$ cat src/rtl/ahbl_pkg.sv
// Shared AHB-Lite encodings for the two-master arbiter: HTRANS values and
// data-phase owner encoding.
package ahbl_pkg;

  localparam logic [1:0] HTRANS_IDLE   = 2'b00;
  localparam logic [1:0] HTRANS_BUSY   = 2'b01;
  localparam logic [1:0] HTRANS_NONSEQ = 2'b10;
  localparam logic [1:0] HTRANS_SEQ    = 2'b11;

  typedef enum logic [1:0] {
    OWN_NONE = 2'd0,
    OWN_M0   = 2'd1,
    OWN_M1   = 2'd2
  } own_e;

  function automatic logic is_active(input logic [1:0] htrans);
    return (htrans == HTRANS_NONSEQ) || (htrans == HTRANS_SEQ);
  endfunction

endpackage

$ cat src/rtl/ahbl_arb_hold.sv
// Per-master hold register: keeps a losing address phase and selects it over
// the live master signals until the arbiter grants it.
module ahbl_arb_hold (
  input  logic        clk,
  input  logic        rst_n,
  input  logic        capture_i,
  input  logic        clear_i,
  input  logic [31:0] haddr_i,
  input  logic [2:0]  hsize_i,
  input  logic        hwrite_i,
  output logic        pend_o,
  output logic [31:0] haddr_o,
  output logic [2:0]  hsize_o,
  output logic        hwrite_o
);

  logic        pend_q, pend_d;
  logic [31:0] addr_q, addr_d;
  logic [2:0]  size_q, size_d;
  logic        write_q, write_d;

  always_comb begin
    pend_d  = pend_q;
    addr_d  = addr_q;
    size_d  = size_q;
    write_d = write_q;
    if (clear_i) begin
      pend_d = 1'b0;
    end else if (capture_i) begin
      pend_d  = 1'b1;
      addr_d  = haddr_i;
      size_d  = hsize_i;
      write_d = hwrite_i;
    end
  end

  always_ff @(posedge clk or negedge rst_n) begin
    if (!rst_n) begin
      pend_q  <= 1'b0;
      addr_q  <= 32'h0;
      size_q  <= 3'h0;
      write_q <= 1'b0;
    end else begin
      pend_q  <= pend_d;
      addr_q  <= addr_d;
      size_q  <= size_d;
      write_q <= write_d;
    end
  end

  assign pend_o   = pend_q;
  assign haddr_o  = pend_q ? addr_q  : haddr_i;
  assign hsize_o  = pend_q ? size_q  : hsize_i;
  assign hwrite_o = pend_q ? write_q : hwrite_i;

endmodule

$ cat src/rtl/ahbl_arbiter2.sv
// Two-master AHB-Lite arbiter with per-master address hold and HREADY stretch.
// Define AHBL_ARB_RR_EN for round-robin tie breaking; otherwise fixed priority.
module ahbl_arbiter2
  import ahbl_pkg::*;
#(
  parameter logic HI_PRIO = 1'b0
) (
  input  logic        HCLK,
  input  logic        HRESETn,
  input  logic [31:0] M0_HADDR,
  input  logic [1:0]  M0_HTRANS,
  input  logic [2:0]  M0_HSIZE,
  input  logic        M0_HWRITE,
  input  logic [31:0] M0_HWDATA,
  output logic        M0_HREADY,
  output logic [31:0] M0_HRDATA,
  input  logic [31:0] M1_HADDR,
  input  logic [1:0]  M1_HTRANS,
  input  logic [2:0]  M1_HSIZE,
  input  logic        M1_HWRITE,
  input  logic [31:0] M1_HWDATA,
  output logic        M1_HREADY,
  output logic [31:0] M1_HRDATA,
  output logic [31:0] HADDR,
  output logic [1:0]  HTRANS,
  output logic [2:0]  HSIZE,
  output logic        HWRITE,
  output logic [31:0] HWDATA,
  input  logic        HREADY,
  input  logic [31:0] HRDATA
);

  own_e        dp_own_q, dp_own_d;
  logic        pend0, pend1, live0, live1, req0, req1, gnt0, gnt1, tie_pick1;
  logic [31:0] h0_addr, h1_addr;
  logic [2:0]  h0_size, h1_size;
  logic        h0_write, h1_write;

  // A waiting master sees HREADY low until its held transfer finishes on the bus.
  assign M0_HREADY = (dp_own_q == OWN_M0) ? HREADY : ~pend0;
  assign M1_HREADY = (dp_own_q == OWN_M1) ? HREADY : ~pend1;

  assign live0 = is_active(M0_HTRANS) & M0_HREADY & ~pend0;
  assign live1 = is_active(M1_HTRANS) & M1_HREADY & ~pend1;
  assign req0  = pend0 | live0;
  assign req1  = pend1 | live1;

`ifdef AHBL_ARB_RR_EN
  logic rr_last_q, rr_last_d;

  assign tie_pick1 = ~rr_last_q;

  always_comb begin
    rr_last_d = rr_last_q;
    if (gnt0)      rr_last_d = 1'b0;
    else if (gnt1) rr_last_d = 1'b1;
  end

  always_ff @(posedge HCLK or negedge HRESETn) begin
    if (!HRESETn) rr_last_q <= ~HI_PRIO;
    else          rr_last_q <= rr_last_d;
  end
`else
  assign tie_pick1 = HI_PRIO;
`endif

  // Grants only in free address slots; reset also blocks forwarding of live requests.
  always_comb begin
    gnt0 = 1'b0;
    gnt1 = 1'b0;
    if (HREADY && HRESETn) begin
      if (req0 && req1) begin
        gnt1 = tie_pick1;
        gnt0 = ~tie_pick1;
      end else begin
        gnt0 = req0;
        gnt1 = req1;
      end
    end
  end

  always_comb begin
    dp_own_d = dp_own_q;
    if (HREADY) begin
      if (gnt0)      dp_own_d = OWN_M0;
      else if (gnt1) dp_own_d = OWN_M1;
      else           dp_own_d = OWN_NONE;
    end
  end

  always_ff @(posedge HCLK or negedge HRESETn) begin
    if (!HRESETn) dp_own_q <= OWN_NONE;
    else          dp_own_q <= dp_own_d;
  end

  ahbl_arb_hold u_hold0 (
    .clk(HCLK), .rst_n(HRESETn), .capture_i(live0 & ~gnt0), .clear_i(gnt0),
    .haddr_i(M0_HADDR), .hsize_i(M0_HSIZE), .hwrite_i(M0_HWRITE),
    .pend_o(pend0), .haddr_o(h0_addr), .hsize_o(h0_size), .hwrite_o(h0_write)
  );

  ahbl_arb_hold u_hold1 (
    .clk(HCLK), .rst_n(HRESETn), .capture_i(live1 & ~gnt1), .clear_i(gnt1),
    .haddr_i(M1_HADDR), .hsize_i(M1_HSIZE), .hwrite_i(M1_HWRITE),
    .pend_o(pend1), .haddr_o(h1_addr), .hsize_o(h1_size), .hwrite_o(h1_write)
  );

  always_comb begin
    HTRANS = HTRANS_IDLE;
    HADDR  = M0_HADDR;
    HSIZE  = M0_HSIZE;
    HWRITE = M0_HWRITE;
    if (gnt1) begin
      HTRANS = HTRANS_NONSEQ;
      HADDR  = h1_addr;
      HSIZE  = h1_size;
      HWRITE = h1_write;
    end else if (gnt0) begin
      HTRANS = HTRANS_NONSEQ;
      HADDR  = h0_addr;
      HSIZE  = h0_size;
      HWRITE = h0_write;
    end
  end

  always_comb begin
    HWDATA = 32'h0;
    case (dp_own_q)
      OWN_M0:  HWDATA = M0_HWDATA;
      OWN_M1:  HWDATA = M1_HWDATA;
      default: HWDATA = 32'h0;
    endcase
  end

  assign M0_HRDATA = HRDATA;
  assign M1_HRDATA = HRDATA;

endmodule
$ cat config.mk
export PLATFORM = sky130hd
export DESIGN_NAME = ahbl_arbiter2
export DESIGN_NICKNAME = d
export VERILOG_FILES = /design/src/rtl/ahbl_pkg.sv /design/src/rtl/ahbl_arb_hold.sv /design/src/rtl/ahbl_arbiter2.sv
export SDC_FILE = /design/constraint.sdc
export NUM_CORES = 1
export LEC_CHECK = 0
export BUFFER_PORTS_ARGS = -buffer_cell sky130_fd_sc_hd__buf_2
export CAP_MARGIN = 20
export CORE_ASPECT_RATIO = 0.6
export CORE_MARGIN = 3
export CORE_UTILIZATION = 35
export CTS_CLUSTER_DIAMETER = 200
export CTS_CLUSTER_SIZE = 40
export DETAILED_ROUTE_END_ITERATION = 12
export PLACE_DENSITY = 0.68
export SLEW_MARGIN = 20
export SYNTH_ARGS = -nofsm -noshare
export SYNTH_HDL_FRONTEND = slang
export SYNTH_SLANG_ARGS = --single-unit
$ cat constraint.sdc
create_clock -name HCLK -period 3.49 [get_ports HCLK]
set_input_delay 0.349 -clock HCLK [delete_from_list [all_inputs] [get_ports HCLK]]
set_output_delay 0.349 -clock HCLK [all_outputs]
set_load 0.02 [all_outputs]
==> out/results.md <==
| Parameter | Reported |
|:---|:---|
| Result of the run | finished clean |
| Kind of end point of the critical path | primary output |
| Die outline area | 15410 um2 |
| Number of antenna-violating nets in the routed design | 0 |
| Worst reg2reg path depth | 4 |
| Measured slew at the worst slew-check pin | 0.9553 ns |
| Peak Freq | 306.7 MHz |
| Post-detailed-route DRC marker count | 0 |
| Synth Instances | 451 |
| Aggregate global routing overflow | 0 |
| Standard-cell row count | 32 |
| Filler cells | 1241 |
| Share of the clock period used by the worst path | 0.9344 |
| Clock net sink count | 76 |
| TritonCTS buffer count | 9 |
| Total via count in the routed design | 4094 |
| Number of global-route vias before repair | 4186 |
| Number of buffers between clock root and the deepest sink | 2 |
| Biggest fanout along the worst timing path | 37 |
| Cell seen most often among critical-path stages | sky130_fd_sc_hd__buf_4 |
| Setup clock skew after layout | 0.01132 ns |
| Drt first pass iters | 4 |
| Post-Syn Area per Cell | 10.79 um2 |
| Placed wire-length estimate after detailed placement | 10450 um |
| Dominant combinational cell family by area after synthesis | multiplexers |
| Sum of routed wire length over all layers | 14310 um |
| Number of antenna violations at the first check in global routing | 2 |
| Number of nets in the synthesized netlist | 628 |
| Maximum ir drop on the vdd rail | 0.2471 mV |
| Startpoint type of the worst setup path | input port |
| Worst skew pair latency | 0.33 ns |
| Total Negative Setup Slacks | 0 ns |
| Most frequent cells in the layout | 210 x sky130_fd_sc_hd__buf_2, 75 x sky130_fd_sc_hd__dfrtp_1, 68 x sky130_fd_sc_hd__mux2_2 |
| Worst path cell trace | dlygate4sd3_1, buf_4, nand2_1, a21oi_4, buf_4, o221a_2, buf_2 |
| Arrival time at the worst endpoint | 2.91 ns |
| Routability congestion estimate | 0.9025 |
| Total of buffers placed on input and output ports | 211 |
| Via count normalized by instance count | 5.415 |
| Number of slew-limit violations in the final report | 0 |
| Class of the tightest hold or removal check | in2reg |
| GR Util All Layers | 0.1822 |
| PD cells | 552.2 nW/um2 |
| Xor/xnor cell area share of the yosys netlist | 0 |
| Worst slew margin | 0.3631 |
| Count of cells along the worst hold path | 2 |
| Starting Density | 0.3685 |
| # nets final | 758 |
| Synth warn | 0 |
| Register clock-pin slew on the reported worst setup and hold paths | 0.07 ns |
| Area delta synth->final | 21.67% |
| Cell chosen for the clock root | sky130_fd_sc_hd__clkbuf_16 |
| Setup-failing EPs final | 0 |
| Average wire per cell in the routed design | 18.93 um |
| Maximum number of pins on one net before global-route repair | 45 |
| Number of distinct library cells after synthesis | 28 |
| Compound-cell area share of the yosys netlist | 0.1452 |
| Detailed Route Iter0 Violations | 287 |
| Post-synthesis adder-cell area fraction | 0.005140 |
| TritonCTS clock tree | done |
| Number of setup buffers added after CTS | 0 |
| Static power due to leakage | 2.932 nW |
| Wire length of the first global-routing pass | 22290 um |
| Post-Synthesis Cell Area | 4868 um2 |
| Slowest-stage cell, CP | sky130_fd_sc_hd__dlygate4sd3_1 |
| Final hold violations | 0 |
| Required @ worst endpoint | 3.14 ns |
| Mux cell area share after synthesis | 0.2406 |
| Share of final-layout standard cells stronger than drive strength 1 | 0.5897 |
| Startpoint-to-endpoint class of the critical path | in2out |
| Core area | 13210 um2 |
| Htree depth | 3 |
| Width of the chip | 158.3 um |
| Flops & latches, synth | 76 |
| Most common cell after layout, fill and taps aside | sky130_fd_sc_hd__buf_2 |
| Sequential fraction of the synthesis area | 0.3906 |
| Shortest clock period the worst path allows after layout | 3.261 ns |
| Final design utilization | 0.4483 |
| Reported max-cap violation count | 0 |
| Reg-to-reg slack, setup | 1.42 ns |
| Max stage delay on crit path | 0.57 ns |
| Height of the die | 97.36 um |
| Setup repair after global routing missed its margin | false |
| I/O Pins | 311 |
| Area share of and/or/nand/nor cells after synthesis | 0.07839 |
==> timing repair <==
item / 4_1_cts / 5_1_grt
endpoints found under the hold margin: 32 / 0
resized for setup: 0 / 1
hold buffers: 1 / 0
setup endpoints to repair: 0 / 36
==> through the flow <==
step	hold WS, ns	area [um2]	power (mW)	setup slack, ns	instances
global placement	0.3359	5565	2.161	0.8060	739
detailed placement	0.3476	5565	2.218	0.7341	739
global route	0.2472	5923	3.451	0.002290	756
CTS	0.2322	5913	3.300	0.1300	755
floorplan	0.05341	4868	2.021	1.485	451
finish	0.2431	5923	3.271	0.2291	756
==> critical path: cells and delay by family <==
family / cells / cell delay (ns)
AOI/OAI and AO/OA: 2 / 0.73
buffers and inverters: 4 / 1.55
and+or+nand+nor: 1 / 0.26
==> cells in the mapped netlist <==
| library cell | n | area (um2) |
|---|---|---|
| sky130_fd_sc_hd__dfrtp_1 | 76 | 1902 |
| sky130_fd_sc_hd__mux2_2 | 68 | 765.7 |
| sky130_fd_sc_hd__buf_4 | 65 | 488.0 |
| sky130_fd_sc_hd__nand3_1 | 37 | 185.2 |
| sky130_fd_sc_hd__mux2i_1 | 36 | 360.4 |
| sky130_fd_sc_hd__o221a_2 | 36 | 405.4 |
| sky130_fd_sc_hd__nor2_1 | 33 | 123.9 |
| sky130_fd_sc_hd__a22oi_1 | 32 | 240.2 |
| sky130_fd_sc_hd__clkbuf_1 | 22 | 82.58 |
| sky130_fd_sc_hd__buf_2 | 8 | 40.04 |
| sky130_fd_sc_hd__a21oi_1 | 5 | 25.02 |
| sky130_fd_sc_hd__inv_1 | 5 | 18.77 |
| sky130_fd_sc_hd__buf_1 | 4 | 15.01 |
| sky130_fd_sc_hd__mux2_1 | 4 | 45.04 |
| sky130_fd_sc_hd__buf_6 | 3 | 33.78 |
| sky130_fd_sc_hd__o21ai_0 | 3 | 15.01 |
| sky130_fd_sc_hd__ha_1 | 2 | 25.02 |
| sky130_fd_sc_hd__nand2_1 | 2 | 7.510 |
| sky130_fd_sc_hd__and4bb_4 | 1 | 16.27 |
| sky130_fd_sc_hd__conb_1 | 1 | 3.750 |
| sky130_fd_sc_hd__nand2b_1 | 1 | 6.260 |
| sky130_fd_sc_hd__nand4_1 | 1 | 6.260 |
| sky130_fd_sc_hd__nor2b_1 | 1 | 6.260 |
| sky130_fd_sc_hd__nor4b_4 | 1 | 23.77 |
| sky130_fd_sc_hd__o21a_1 | 1 | 7.510 |
| sky130_fd_sc_hd__o21bai_1 | 1 | 7.510 |
| sky130_fd_sc_hd__o22ai_1 | 1 | 6.260 |
| sky130_fd_sc_hd__or2_2 | 1 | 6.260 |
==> routing by layer <==
metal	vias to the layer above	part of all wire	routed length, um	track usage
li1	1862	-	-	-
met3	45	0.098	1396	0.07788
met2	200	0.44	6259	0.2750
met5	-	0.00091	13	0
met4	2	0.020	284	0.05354
met1	1985	0.44	6354	0.2371
==> cell families (layout without fill, tap and decap cells) <==
| group | count (synthesis) | in the layout |
|---|---|---|
| other | 1 | 2 |
| AND/OR/NAND/NOR | 78 | 78 |
| adder cells (fa/ha/maj) | 2 | 2 |
| multiplexers | 108 | 108 |
| flip-flops | 76 | 76 |
| buffers and inverters | 107 | 241 |
| AO/OA/AOI/OAI | 79 | 79 |
==> flip-flops by register name, summed over array words and instances, names as in the netlist <==
name,cells
u_hold0.pend_o,1
u_hold1.size_q,3
dp_own_q,2
u_hold1.pend_o,1
u_hold0.addr_q,32
u_hold1.write_q,1
u_hold1.addr_q,32
u_hold0.size_q,3
u_hold0.write_q,1
==> cell type report <==
type                       count  area, um2  share of cell area
clock buffer                   9      225.2             0.03802
inverter                       5      18.77            0.003169
multi-input combinational    268       2312              0.3904
clock inverter                 6      112.6             0.01901
sequential                    76       1903              0.3213
timing repair buffer         221       1136              0.1918
tap                          170      212.7             0.03591
antenna                        1      2.502           0.0004225
==> where the power goes <==
group	total (mW)	internal (mW)	switching [mW]
Clock	1.07	0.697	0.373
Sequential	1.29	1.15	0.141
Combinational	0.908	0.468	0.440
==> worst paths after layout <==
| path | start | end |
|---|---|---|
| worst max-delay path | HRESETn | HADDR[11] |
| worst min-delay path | M1_HADDR[26] | u_hold1.addr_q[26]$_DFFE_PN0P_ |
| worst max register to register | u_hold0.pend_o$_DFFE_PN0P_ | u_hold1.addr_q[3]$_DFFE_PN0P_ |
| worst min register to register | u_hold1.addr_q[21]$_DFFE_PN0P_ | u_hold1.addr_q[21]$_DFFE_PN0P_ |
| max in group asynchronous | HRESETn | u_hold1.addr_q[1]$_DFFE_PN0P_ |
| min in group asynchronous | HRESETn | u_hold1.pend_o$_DFFE_PN0P_ |
Power figures use the tool's default switching activity.
